[config.mk]
export PLATFORM = sky130hd
export DESIGN_NAME = lcd_fill_ctrl_flat
export DESIGN_NICKNAME = d
export VERILOG_FILES = /design/src/rtl/lcd_fill_if.sv /design/src/rtl/lcd_fill_ctrl.sv /design/src/flat_wrapper.sv
export SDC_FILE = /design/constraint.sdc
export NUM_CORES = 1
export LEC_CHECK = 0
export CAP_MARGIN = 10
export CORE_ASPECT_RATIO = 0.8
export CORE_MARGIN = 5
export CORE_UTILIZATION = 45
export CTS_BUF_LIST = sky130_fd_sc_hd__clkbuf_16
export DETAILED_ROUTE_END_ITERATION = 16
export GPL_ROUTABILITY_DRIVEN = 0
export GPL_TIMING_DRIVEN = 0
export PLACE_DENSITY_LB_ADDON = 0.12
export SLEW_MARGIN = 40
export SYNTH_ARGS = -nofsm -noshare
export SYNTH_HDL_FRONTEND = slang
export SYNTH_SLANG_ARGS = --single-unit
export TNS_END_PERCENT = 5
[constraint.sdc]
create_clock -name sys_clk -period 10.5 [get_ports sys_clk]
set_input_delay 2.625 -clock sys_clk [delete_from_list [all_inputs] [get_ports sys_clk]]
set_output_delay 2.625 -clock sys_clk [all_outputs]
set_load 0.02 [all_outputs]
[src/rtl/lcd_fill_if.sv]
// ============================================================================
//  Module   : lcd_fill_if
//  Purpose  : Fill-request and SPI byte-writer handshake bundle for lcd_fill_ctrl.
//  Revision : 1.0 - initial release
// ============================================================================
`default_nettype none

interface lcd_fill_if;
    logic        init_done;
    logic        req_valid;
    logic        req_ready;
    logic [7:0]  req_x0;
    logic [7:0]  req_x1;
    logic [7:0]  req_y0;
    logic [7:0]  req_y1;
    logic [15:0] req_color;
    logic        wr_done;
    logic [8:0]  lcd_data;
    logic        en_write;
    logic        busy;
    logic        fill_done;
    logic        req_err;

    modport master (
        output init_done, req_valid, req_x0, req_x1, req_y0, req_y1, req_color, wr_done,
        input  req_ready, lcd_data, en_write, busy, fill_done, req_err
    );

    modport slave (
        input  init_done, req_valid, req_x0, req_x1, req_y0, req_y1, req_color, wr_done,
        output req_ready, lcd_data, en_write, busy, fill_done, req_err
    );
endinterface

`default_nettype wire

[src/rtl/lcd_fill_ctrl.sv]
// ============================================================================
//  Module   : lcd_fill_ctrl
//  Purpose  : Sequences CASET/RASET/RAMWR and pixel bytes for one rectangle fill.
//  Revision : 1.0 - initial release
// ============================================================================
`default_nettype none

module lcd_fill_ctrl #(
    parameter logic [7:0] WIDTH  = 8'd162,
    parameter logic [7:0] HEIGHT = 8'd132
) (
    input  wire logic   sys_clk,
    input  wire logic   sys_rst,
    lcd_fill_if.slave   bus
);

    localparam logic [2:0] c_ST_IDLE   = 3'd0;
    localparam logic [2:0] c_ST_CHECK  = 3'd1;
    localparam logic [2:0] c_ST_CASET  = 3'd2;
    localparam logic [2:0] c_ST_RASET  = 3'd3;
    localparam logic [2:0] c_ST_RAMWR  = 3'd4;
    localparam logic [2:0] c_ST_PIX_HI = 3'd5;
    localparam logic [2:0] c_ST_PIX_LO = 3'd6;
    localparam logic [2:0] c_ST_DONE   = 3'd7;

    localparam logic [8:0] c_DATA_IDLE = 9'h100;
    localparam logic [7:0] c_CMD_CASET = 8'h2A;
    localparam logic [7:0] c_CMD_RASET = 8'h2B;
    localparam logic [7:0] c_CMD_RAMWR = 8'h2C;
    localparam logic [2:0] c_LAST_IDX  = 3'd4;

    logic [2:0]  r_state;
    logic [2:0]  w_state_nxt;
    logic [7:0]  r_x0, r_x1, r_y0, r_y1;
    logic [15:0] r_color;
    logic [2:0]  r_idx;
    logic [17:0] r_pix_cnt;
    logic [8:0]  r_lcd_data;
    logic        r_en_write;
    logic [8:0]  w_lcd_data_nxt;
    logic        w_en_write_nxt;

    logic        w_accept;
    logic        w_valid;
    logic [8:0]  w_cols;
    logic [8:0]  w_rows;
    logic [17:0] w_pix_total;
    logic        w_last_pix;
    logic [2:0]  w_idx_inc;

    assign w_accept    = (r_state == c_ST_IDLE) && bus.req_valid && bus.init_done;
    assign w_valid     = (r_x0 <= r_x1) && (r_y0 <= r_y1) && (r_x1 <= WIDTH) && (r_y1 <= HEIGHT);
    assign w_cols      = {1'b0, r_x1} - {1'b0, r_x0} + 9'd1;
    assign w_rows      = {1'b0, r_y1} - {1'b0, r_y0} + 9'd1;
    assign w_pix_total = {9'd0, w_cols} * {9'd0, w_rows};
    assign w_last_pix  = (r_pix_cnt == 18'd1);
    assign w_idx_inc   = r_idx + 3'd1;

    // Window-set sequence: cmd, 00, start, 00, end
    function automatic logic [8:0] f_win_byte(input logic [2:0] idx, input logic [7:0] cmd,
                                              input logic [7:0] lo, input logic [7:0] hi);
        case (idx)
            3'd0:    f_win_byte = {1'b0, cmd};
            3'd2:    f_win_byte = {1'b1, lo};
            3'd4:    f_win_byte = {1'b1, hi};
            default: f_win_byte = c_DATA_IDLE;
        endcase
    endfunction

    always_ff @(posedge sys_clk or posedge sys_rst) begin
        if (sys_rst) r_state <= c_ST_IDLE;
        else         r_state <= w_state_nxt;
    end

    always_comb begin
        w_state_nxt = r_state;
        case (r_state)
            c_ST_IDLE:   if (w_accept) w_state_nxt = c_ST_CHECK;
            c_ST_CHECK:  w_state_nxt = w_valid ? c_ST_CASET : c_ST_IDLE;
            c_ST_CASET:  if (bus.wr_done && (r_idx == c_LAST_IDX)) w_state_nxt = c_ST_RASET;
            c_ST_RASET:  if (bus.wr_done && (r_idx == c_LAST_IDX)) w_state_nxt = c_ST_RAMWR;
            c_ST_RAMWR:  if (bus.wr_done) w_state_nxt = c_ST_PIX_HI;
            c_ST_PIX_HI: if (bus.wr_done) w_state_nxt = c_ST_PIX_LO;
            c_ST_PIX_LO: if (bus.wr_done) w_state_nxt = w_last_pix ? c_ST_DONE : c_ST_PIX_HI;
            c_ST_DONE:   w_state_nxt = c_ST_IDLE;
            default:     w_state_nxt = c_ST_IDLE;
        endcase
    end

    // Status flags plus the byte to present once the current one is acknowledged
    always_comb begin
        bus.req_ready  = (r_state == c_ST_IDLE) && bus.init_done;
        bus.busy       = (r_state != c_ST_IDLE);
        bus.fill_done  = (r_state == c_ST_DONE);
        bus.req_err    = (r_state == c_ST_CHECK) && !w_valid;
        w_lcd_data_nxt = r_lcd_data;
        w_en_write_nxt = r_en_write;
        case (r_state)
            c_ST_CHECK: begin
                if (w_valid) begin
                    w_lcd_data_nxt = {1'b0, c_CMD_CASET};
                    w_en_write_nxt = 1'b1;
                end
            end
            c_ST_CASET: begin
                if (bus.wr_done)
                    w_lcd_data_nxt = (r_idx == c_LAST_IDX) ? {1'b0, c_CMD_RASET}
                                   : f_win_byte(w_idx_inc, c_CMD_CASET, r_x0, r_x1);
            end
            c_ST_RASET: begin
                if (bus.wr_done)
                    w_lcd_data_nxt = (r_idx == c_LAST_IDX) ? {1'b0, c_CMD_RAMWR}
                                   : f_win_byte(w_idx_inc, c_CMD_RASET, r_y0, r_y1);
            end
            c_ST_RAMWR: begin
                if (bus.wr_done) w_lcd_data_nxt = {1'b1, r_color[15:8]};
            end
            c_ST_PIX_HI: begin
                if (bus.wr_done) w_lcd_data_nxt = {1'b1, r_color[7:0]};
            end
            c_ST_PIX_LO: begin
                if (bus.wr_done) begin
                    if (w_last_pix) begin
                        w_lcd_data_nxt = c_DATA_IDLE;
                        w_en_write_nxt = 1'b0;
                    end else begin
                        w_lcd_data_nxt = {1'b1, r_color[15:8]};
                    end
                end
            end
            default: begin
                w_lcd_data_nxt = r_lcd_data;
                w_en_write_nxt = r_en_write;
            end
        endcase
    end

    always_ff @(posedge sys_clk or posedge sys_rst) begin
        if (sys_rst) begin
            r_x0       <= 8'd0;
            r_x1       <= 8'd0;
            r_y0       <= 8'd0;
            r_y1       <= 8'd0;
            r_color    <= 16'd0;
            r_idx      <= 3'd0;
            r_pix_cnt  <= 18'd0;
            r_lcd_data <= c_DATA_IDLE;
            r_en_write <= 1'b0;
        end else begin
            r_lcd_data <= w_lcd_data_nxt;
            r_en_write <= w_en_write_nxt;
            if (w_accept) begin
                r_x0    <= bus.req_x0;
                r_x1    <= bus.req_x1;
                r_y0    <= bus.req_y0;
                r_y1    <= bus.req_y1;
                r_color <= bus.req_color;
            end
            if (((r_state == c_ST_CASET) || (r_state == c_ST_RASET)) && bus.wr_done)
                r_idx <= (r_idx == c_LAST_IDX) ? 3'd0 : w_idx_inc;
            if ((r_state == c_ST_CHECK) && w_valid)
                r_pix_cnt <= w_pix_total;
            else if ((r_state == c_ST_PIX_LO) && bus.wr_done)
                r_pix_cnt <= r_pix_cnt - 18'd1;
        end
    end

    assign bus.lcd_data = r_lcd_data;
    assign bus.en_write = r_en_write;

endmodule

`default_nettype wire

[src/flat_wrapper.sv]
// flat-port wrapper written by rule: the top's interface ports become plain ports
module lcd_fill_ctrl_flat 
#(
    parameter logic [7:0] WIDTH  = 8'd162,
    parameter logic [7:0] HEIGHT = 8'd132
)
  (sys_clk, sys_rst, bus_init_done, bus_req_valid, bus_req_x0, bus_req_x1, bus_req_y0, bus_req_y1, bus_req_color, bus_wr_done, bus_req_ready, bus_lcd_data, bus_en_write, bus_busy, bus_fill_done, bus_req_err);
  lcd_fill_if bus_i ();
  input  wire logic sys_clk;
  input  wire logic sys_rst;
  input wire logic [$bits(bus_i.init_done)-1:0] bus_init_done;
  input wire logic [$bits(bus_i.req_valid)-1:0] bus_req_valid;
  input wire logic [$bits(bus_i.req_x0)-1:0] bus_req_x0;
  input wire logic [$bits(bus_i.req_x1)-1:0] bus_req_x1;
  input wire logic [$bits(bus_i.req_y0)-1:0] bus_req_y0;
  input wire logic [$bits(bus_i.req_y1)-1:0] bus_req_y1;
  input wire logic [$bits(bus_i.req_color)-1:0] bus_req_color;
  input wire logic [$bits(bus_i.wr_done)-1:0] bus_wr_done;
  output wire logic [$bits(bus_i.req_ready)-1:0] bus_req_ready;
  output wire logic [$bits(bus_i.lcd_data)-1:0] bus_lcd_data;
  output wire logic [$bits(bus_i.en_write)-1:0] bus_en_write;
  output wire logic [$bits(bus_i.busy)-1:0] bus_busy;
  output wire logic [$bits(bus_i.fill_done)-1:0] bus_fill_done;
  output wire logic [$bits(bus_i.req_err)-1:0] bus_req_err;
  assign bus_i.init_done = bus_init_done;
  assign bus_i.req_valid = bus_req_valid;
  assign bus_i.req_x0 = bus_req_x0;
  assign bus_i.req_x1 = bus_req_x1;
  assign bus_i.req_y0 = bus_req_y0;
  assign bus_i.req_y1 = bus_req_y1;
  assign bus_i.req_color = bus_req_color;
  assign bus_i.wr_done = bus_wr_done;
  assign bus_req_ready = bus_i.req_ready;
  assign bus_lcd_data = bus_i.lcd_data;
  assign bus_en_write = bus_i.en_write;
  assign bus_busy = bus_i.busy;
  assign bus_fill_done = bus_i.fill_done;
  assign bus_req_err = bus_i.req_err;
  lcd_fill_ctrl #(.WIDTH(WIDTH), .HEIGHT(HEIGHT)) u_core (.sys_clk(sys_clk), .sys_rst(sys_rst), .bus(bus_i));
endmodule
==> summary.txt <==
STA
  – Final setup violation count: 0
  – Unrepaired setup endpoints after global routing: false
  – Final Critical Period: 7.38 ns
  – Final worst-path cycle share: 70.2%
  – Worst Max-Slew Pin Slew: 0.825 ns
  – Setup tns final: 0 ns
  – Slew Limit Fails: 0
  – Slew headroom: 45.0%
  – PnR worst setup slack: 3.12 ns
  – Fin. Hold Viols: 0
  – Setup Skew: 0.0107 ns
  – Fmax: 136 MHz

Critical path
  – Delay-heaviest family, CP: adder cells
  – Crit path from: u_core.r_y1[1]
  – CP peak stage delay: 0.62 ns
  – FF-to-FF setup slack: 3.12 ns
  – Worst Path Max Fanout: 9
  – Crit Reg-Reg Startpoint: u_core.r_y1[1]
  – Worst path depth: 25
  – Worst setup path endpoint: u_core.r_pix_cnt[16]
  – CP Launch Type: flip-flop
  – CP endpoint kind: flip-flop
  – Worst path required time: 10.69 ns
  – CP Class: reg -> reg
  – Slowest CP cell: a2111oi_0
  – R2R cell count: 25
  – Number of buffer and inverter stages on the critical path: 5
  – RR Endpoint: u_core.r_pix_cnt[16]
  – Critical path arrival: 7.57 ns

Clock network
  – Post-CTS Setup Inserts: 0
  – CTS Hold Buffers Added: 0
  – Clock Latency Late Sink: 0.35 ns
  – Total CTS buffers: 9
  – H-tree depth: 3
  – TritonCTS clock tree: done
  – Clock slew at reported path FFs: 0.07 ns
  – # clock sinks: 82
  – PostCTS Resize Cnt: 0
  – Deepest clock path buffer count: 2
  – Clock root buffer: clkbuf_16

Floorplan
  – Die Ht: 130 um
  – Die area: 20900 um2
  – IO Pins: 67
  – Initial Util: 45.3%
  – Number of cell rows: 44
  – Core area: 18000 um2
  – Die Wd: 161 um

GRT
  – Pin count of the biggest net entering global routing: 53
  – Met2 usage: 33.2%
  – GRT Max-Usage Layer: met2
  – Met3 usage: 3.17%
  – Vias in the first global route: 6556
  – GRT overflow: 0
  – All-Layer GR Usage: 20.8%
  – Antenna violations before repair: 0
  – Met1 usage: 30.9%
  – Global-route wire length before repair: 34800 um

Route
  – Total wire length: 21300 um
  – Post-DR wirelength/cell: 17.8 um
  – Drt pass-1 iters: 5
  – DRT iter0 DRCs: 367
  – Antenna viol nets, final: 0
  – # DRC: 0
  – Via count: 6579
  – Drt via density: 5.49

Finish
  – Util after Layout: 52.7%
  – ANT cells: 0
  – Layout Nets: 1159
  – Layout area overhead: 16.3%
  – Layout Cells excl Fill: 1199
  – Layout cell share with drive strength beyond 1: 11.0%

Min path
  – Hold WC Path Type: reg -> reg
  – Hold Crit Depth: 2

Yosys
  – Area of the mapped netlist: 8160 um2
  – Post-synthesis cell count: 887
  – Yosys top cell area share: 24.9%
  – Sequential share of the synthesized area: 25.2%
  – Unique masters post-synth: 65
  – Synth warn: 0
  – Syn Area/Cell: 9.20 um2
  – Synth area leaders: dfrtp_1 (25%), ha_1 (13%), fa_1 (13%), mux2_2 (7.7%), inv_1 (6.2%)
  – Synth async-reset ratio: 100%
  – Main synth FF type: dfrtp_1
  – Cell with the most instances after synthesis: inv_1
  – Number of flops mapped to enable cells by yosys: 0
  – Synthesis-stage register bit count: 82
  – Synth cell count leaders: inv_1 (134), ha_1 (88), dfrtp_1 (81)
  – Post-synth top area cell: dfrtp_1
  – Syn Nets: 1082

Flow run
  – Max-cap violations: 0

Run status
  – Status: completed

Placement
  – Place WS: 3.07 ns
  – Placed Cells: 1183
  – Number of port buffers: 65
  – Dpl hpwl: 17200 um
metrics by stage:
stage	hold WS (ns)	area, um2
after floorplan	0.474	8160
after global placement	0.463	9090
after detailed placement	0.457	9170
after CTS	0.473	9470
after global routing	0.522	9480
final	0.469	9480
metal layers:
metal	vias to the layer above	routed length [um]
met4	0	143
met3	12	900
li1	3188	-
met5	-	0
met1	3242	10600
met2	137	9690
flip-flops by register name, summed over array words and instances (netlist names):
register	count
u_core.r_y1	8
u_core.r_idx	3
u_core.r_x1	8
u_core.bus.lcd_data	9
u_core.r_color	16
u_core.r_pix_cnt	18
u_core.r_x0	8
u_core.r_y0	8
u_core.bus.en_write	1
u_core.r_state	3
area by class of cell:
type / count / area (um2)
Sequential cell: 82 / 2050
Fill cell: 1701 / 8520
Buffer: 28 / 105
Multi-Input combinational cell: 643 / 5560
Inverter: 134 / 508
Clock buffer: 9 / 225
Tap cell: 230 / 288
Clock inverter: 7 / 70.1
Timing Repair Buffer: 66 / 678
worst min path at each step:
stage,start,to
floorplan,u_core.r_color[1],u_core.r_color[1]
global placement,u_core.bus.lcd_data[8],u_core.bus.lcd_data[8]
detailed placement,u_core.bus.lcd_data[8],u_core.bus.lcd_data[8]
CTS,u_core.bus.lcd_data[8],u_core.bus.lcd_data[8]
global route,u_core.bus.lcd_data[8],u_core.bus.lcd_data[8]
finish,u_core.bus.lcd_data[8],u_core.bus.lcd_data[8]
cell families after synthesis:
group | Yosys count | share of synthesized area [%]
and+or+nand+nor | 245 | 15.3
buffers and inverters | 162 | 7.46
AOI/OAI and AO/OA | 155 | 12.6
adders and majority gates | 142 | 26.8
DFF | 82 | 25.2
muxes | 66 | 8.96
xor gates and xnor gates | 35 | 3.76
cell usage in the layout (no fill, tap or decap), drive strengths merged, types with 5 or more instances in the layout:
master / synthesis / layout
inv: 134 / 138
ha: 88 / 88
dfrtp: 81 / 81
nor2: 68 / 68
clkdlybuf4s50: 0 / 65
mux2: 56 / 56
fa: 54 / 54
nand2: 47 / 47
a21oi: 41 / 41
clkbuf: 26 / 35
o21ai: 32 / 32
nand3: 31 / 31
nor3: 21 / 21
xnor2: 21 / 21
nand2b: 19 / 19
xor2: 14 / 14
a21o: 12 / 12
or2: 12 / 12
a31oi: 11 / 11
mux2i: 10 / 10
nor4: 8 / 8
nand4: 7 / 7
o211ai: 6 / 6
and3: 6 / 6
a311oi: 6 / 6
a211oi: 5 / 5
worst min-delay path, cell delays in order, from the launching register on:
cell and delay (ns):
dfstp_2 0.37, inv_1 0.05, a32oi_1 0.05
Power is left out: the tool's default activity adds up to more than one toggle a clock period on the data nets, which glitch-free logic cannot reach.
